File: config.mk
export PLATFORM = sky130hd
export DESIGN_NAME = mdu_issue_ctrl
export DESIGN_NICKNAME = d
export VERILOG_FILES = /design/src/rtl/mdu_pkg.sv /design/src/rtl/mdu_issue_ctrl.sv
export SDC_FILE = /design/constraint.sdc
export NUM_CORES = 1
export LEC_CHECK = 0
export CORE_AREA = 2 2 39 41
export DETAILED_ROUTE_END_ITERATION = 10
export DIE_AREA = 0 0 41 43
export PLACE_DENSITY = 0.71
export SLEW_MARGIN = 40
export SYNTH_ARGS = -nofsm -noshare
export SYNTH_HDL_FRONTEND = slang
export SYNTH_SLANG_ARGS = --single-unit
File: constraint.sdc
create_clock -name clk -period 4.4 [get_ports clk]
set_input_delay 0.88 -clock clk [delete_from_list [all_inputs] [get_ports clk]]
set_output_delay 0.88 -clock clk [all_outputs]
set_load 0.05 [all_outputs]
File: src/rtl/mdu_pkg.sv
// Shared MDU op encoding, FSM state type and op classification helpers.
// Imported by the MDU and its issue controller so both agree on op codes.
package mdu_pkg;

  localparam int MDU_OP_W = 4;

  localparam logic [MDU_OP_W-1:0] OP_NONE  = 4'd0;
  localparam logic [MDU_OP_W-1:0] OP_MULT  = 4'd1;
  localparam logic [MDU_OP_W-1:0] OP_MULTU = 4'd2;
  localparam logic [MDU_OP_W-1:0] OP_DIV   = 4'd3;
  localparam logic [MDU_OP_W-1:0] OP_DIVU  = 4'd4;
  localparam logic [MDU_OP_W-1:0] OP_MFHI  = 4'd5;
  localparam logic [MDU_OP_W-1:0] OP_MFLO  = 4'd6;
  localparam logic [MDU_OP_W-1:0] OP_MTHI  = 4'd7;
  localparam logic [MDU_OP_W-1:0] OP_MTLO  = 4'd8;

  typedef enum logic {
    IDLE = 1'b0,
    RUN  = 1'b1
  } mdu_state_e;

  function automatic logic is_start(input logic [MDU_OP_W-1:0] op);
    return (op == OP_MULT) || (op == OP_MULTU) || (op == OP_DIV) || (op == OP_DIVU);
  endfunction

  function automatic logic is_div(input logic [MDU_OP_W-1:0] op);
    return (op == OP_DIV) || (op == OP_DIVU);
  endfunction

  // Codes above MTLO are unknown and behave exactly like OP_NONE.
  function automatic logic is_mdu_op(input logic [MDU_OP_W-1:0] op);
    return (op != OP_NONE) && (op <= OP_MTLO);
  endfunction

  function automatic int latency(input logic [MDU_OP_W-1:0] op,
                                 input int mul_cycles,
                                 input int div_cycles);
    return is_div(op) ? div_cycles : mul_cycles;
  endfunction

endpackage

File: src/rtl/mdu_issue_ctrl.sv
// Issue/hazard control for the E-stage MDU; start is same-cycle, busy spans start..start+N.
// No backpressure input: stall_d holds D while busy. Optional counters under MDU_CTRL_STATS_EN.
// proto_err is sticky on an illegal issue during RUN or an MDU busy mismatch.
module mdu_issue_ctrl
  import mdu_pkg::*;
#(
  parameter int MUL_CYCLES = 5,
  parameter int DIV_CYCLES = 10,
  parameter int CNT_W      = 4
) (
  input  logic                clk,
  input  logic                reset,
  input  logic                d_mdu_use,
  input  logic                e_valid,
  input  logic [MDU_OP_W-1:0] e_op,
  input  logic                mdu_busy,
  output logic [MDU_OP_W-1:0] mdu_op,
  output logic                mdu_start,
  output logic                busy,
  output logic                stall_d,
`ifdef MDU_CTRL_STATS_EN
  output logic [31:0]         stat_ops,
  output logic [31:0]         stat_stall,
`endif
  output logic                proto_err
);

  mdu_state_e             state_q, state_d;
  logic [CNT_W-1:0]       cnt_q, cnt_d;
  logic                   err_d;
  logic                   op_vld;

  assign op_vld = e_valid && is_mdu_op(e_op);

  always_comb begin
    state_d   = state_q;
    cnt_d     = cnt_q;
    err_d     = proto_err;
    mdu_op    = OP_NONE;
    mdu_start = 1'b0;
    case (state_q)
      IDLE: begin
        if (op_vld) begin
          mdu_op = e_op;
          if (is_start(e_op)) begin
            mdu_start = 1'b1;
            state_d   = RUN;
            cnt_d     = CNT_W'(latency(e_op, MUL_CYCLES, DIV_CYCLES));
          end
        end
      end
      RUN: begin
        cnt_d = cnt_q - CNT_W'(1);
        if (cnt_q == CNT_W'(1)) begin
          state_d = IDLE;
        end
        // Anything reaching E now was not held off by stall_d: the pipeline broke protocol.
        if (op_vld || !mdu_busy) begin
          err_d = 1'b1;
        end
      end
      default: begin
        state_d = IDLE;
        cnt_d   = '0;
      end
    endcase
  end

  assign busy    = mdu_start || (state_q == RUN);
  assign stall_d = d_mdu_use && busy;

  always_ff @(posedge clk) begin
    if (reset) begin
      state_q   <= IDLE;
      cnt_q     <= '0;
      proto_err <= 1'b0;
    end else begin
      state_q   <= state_d;
      cnt_q     <= cnt_d;
      proto_err <= err_d;
    end
  end

`ifdef MDU_CTRL_STATS_EN
  always_ff @(posedge clk) begin
    if (reset) begin
      stat_ops   <= '0;
      stat_stall <= '0;
    end else begin
      if (mdu_start) stat_ops <= stat_ops + 32'd1;
      if (stall_d)   stat_stall <= stat_stall + 32'd1;
    end
  end
`endif

endmodule

==> results_dict.tcl <==
set metrics [dict create \
    status "complete, no violations" \
    critPathCaptureType "primary output" \
    clock_sinks 6 \
    gp_congestion 0.660 \
    clock_latency_ps 250 \
    cts_max_level 1 \
    min_period_ps 3890 \
    final_cells 83 \
    cts_setup_buffers 0 \
    rsz0062_at_grt "false" \
    required_ps 3520 \
    synth_seq_cells 6 \
    postRouteAntennaNets 0 \
    row_count 14 \
    setup_violations 0 \
    grt_max_degree 12 \
    grt_pass1_vias 391 \
    tightest_slew_ps 566 \
    slew_viol_final 0 \
    power_density_mw_per_mm2 275 \
    firstDrtPassIters 4 \
    ys_warn_count 0 \
    nets 80 \
    drive_above_1_share_pct 17.9 \
    cts_tree "yes" \
    final.setup_skew_ps 1.20 \
    grt_antenna_before_repair 0 \
    syn_inst 49 \
    cts_buffers 3 \
    drt_first_iter_violations 6 \
    worstPathMaxFanout 7 \
    synth.distinct_cells 29 \
    area.growth.synth_to_final_pct 46.7 \
    setup_tns_ps 0 \
    placement.io_buffers 16 \
    io_pins 17 \
    hpwl_um 699 \
    synthTopCellsByArea "dfxtp_1, ha_1, a31oi_4, a21o_2, a21oi_1" \
    die_width_um 41 \
    power_leakage_nw 0.224 \
    antennaDiodeCount 0 \
    clockBufferDepth 2 \
    yosysSeqAreaShare_pct 28.4 \
    vias_per_cell 5.11 \
    coreArea_mm2 0.00138 \
    dp_slack_ps 496 \
    fp.dieH_um 43 \
    initial_utilization_pct 30.6 \
    ctsResizeCount 0 \
    crit_type "input pin to primary output" \
    grt_pass1_wl_mm 1.59 \
    num_vias 424 \
    route.detailed.drc 0 \
    ir_drop_uv 75.0 \
    synth_fp_nets 60 \
    fin_crit_sh_pct 88.3 \
    synth_top_area_share_pct 28.4 \
    hold_class "register to register" \
    ctsHoldBuffers 0 \
    arrival_ps 3010 \
    clk_pin_slew_ps 50 \
    routed_wl_um 942 \
    max_slew_margin_pct 61.9 \
    grt_overflow 0 \
    post_drt_wl_per_cell_um 11.3 \
    final-hold-violation-count 0 \
    grtUsageTotal_pct 13.3 \
    setup_slack_ps 514 \
    dpl.cell_count 80 \
    postSynthAreaPerCell_um2 8.63 \
    cp-start-kind "input pin" \
    root_buffer "clkbuf_4" \
    syn_area_um2 423 \
    cap_violations 0 \
    fmax_ghz 0.257 \
    die-area_mm2 0.00176 \
    final_util_pct 44.8 \
    synth_top_cell_by_area "dfxtp_1" \
]
[critical path: stages]
cell and delay, ps:
clkdlybuf4s50_1 450, or3_4 430, a31oi_4 290, inv_2 70
and2_2 190, clkdlybuf4s50_1 690
[final timing paths]
check | startpoint | end | slack, ps | cells past startpoint
max | e_op[2] | stall_d | 510 | 6
min | proto_err | proto_err | 480 | 2
max reg2reg | state_q | cnt_q[1] | 2960 | 4
min reg2reg | proto_err | proto_err | 480 | 2
[synthesized netlist by cell type]
cell,number
dfxtp_1,6
a21oi_1,3
inv_1,3
nor3_1,3
o21ai_0,3
a211oi_1,2
a21o_2,2
and3_1,2
ha_1,2
nand2_1,2
nor2_1,2
nor3b_1,2
a311oi_1,1
a31oi_4,1
and2_2,1
and2b_1,1
and3_2,1
and3b_2,1
and4_2,1
buf_2,1
inv_2,1
mux2i_1,1
nand2b_1,1
nand3_1,1
nand3b_1,1
nor2b_1,1
nor4bb_1,1
or3_4,1
xor2_1,1
[layer usage]
| layer | track usage, % | vias to the layer above | part of all wire, % |
|---|---|---|---|
| met5 | 0 | - | 0 |
| met3 | 1.57 | 3 | 5.3 |
| met2 | 20.6 | 15 | 47 |
| met4 | 10.0 | 0 | 2.2 |
| met1 | 15.7 | 192 | 45 |
| li1 | - | 214 | - |
[kinds of logic (layout without fill, tap and decap cells)]
logic type | Yosys count | count (layout) | synth area share, %
multiplexers | 1 | 1 | 2.37
AO/OA/AOI/OAI | 12 | 12 | 21.9
XOR/XNOR | 1 | 1 | 2.07
adder cells (fa/ha/maj) | 2 | 2 | 5.92
buffers and inverters | 5 | 23 | 4.73
flip-flops | 6 | 6 | 28.4
AND/OR/NAND/NOR | 22 | 22 | 34.6
[report_power, final]
group / switching, mW / internal (mW)
combinational: 0.0302 / 0.0243
clock: 0.0219 / 0.0310
sequential: 0.00500 / 0.0582
[registers in the layout, summed over array words and instances (netlist names)]
signal	count
cnt_q	4
proto_err	1
state_q	1
[cell usage in the layout, fill, tap and decap left out, types with 3 or more instances in the layout]
cell	n
a21oi_1	3
clkbuf_4	3
clkdlybuf4s50_1	16
dfxtp_1	6
inv_1	3
nor3_1	3
o21ai_0	3
[per-stage QoR]
step / total power, mW / cell area [um2] / hold slack (ps)
final: 0.171 / 621 / 477
after global routing: 0.181 / 621 / 525
after CTS: 0.173 / 621 / 480
after detailed placement: 0.119 / 598 / 473
after global placement: 0.118 / 598 / 468
after floorplan: 0.0982 / 423 / 439
[layout make-up]
type	count	area [um2]
Clock buffer	3	22.5
Fill cell	146	763
Inverter	4	15.0
Multi-Input combinational cell	38	283
Sequential cell	6	120
Tap cell	16	20.0
Timing Repair Buffer	16	160
Power figures use the tool's default switching activity.
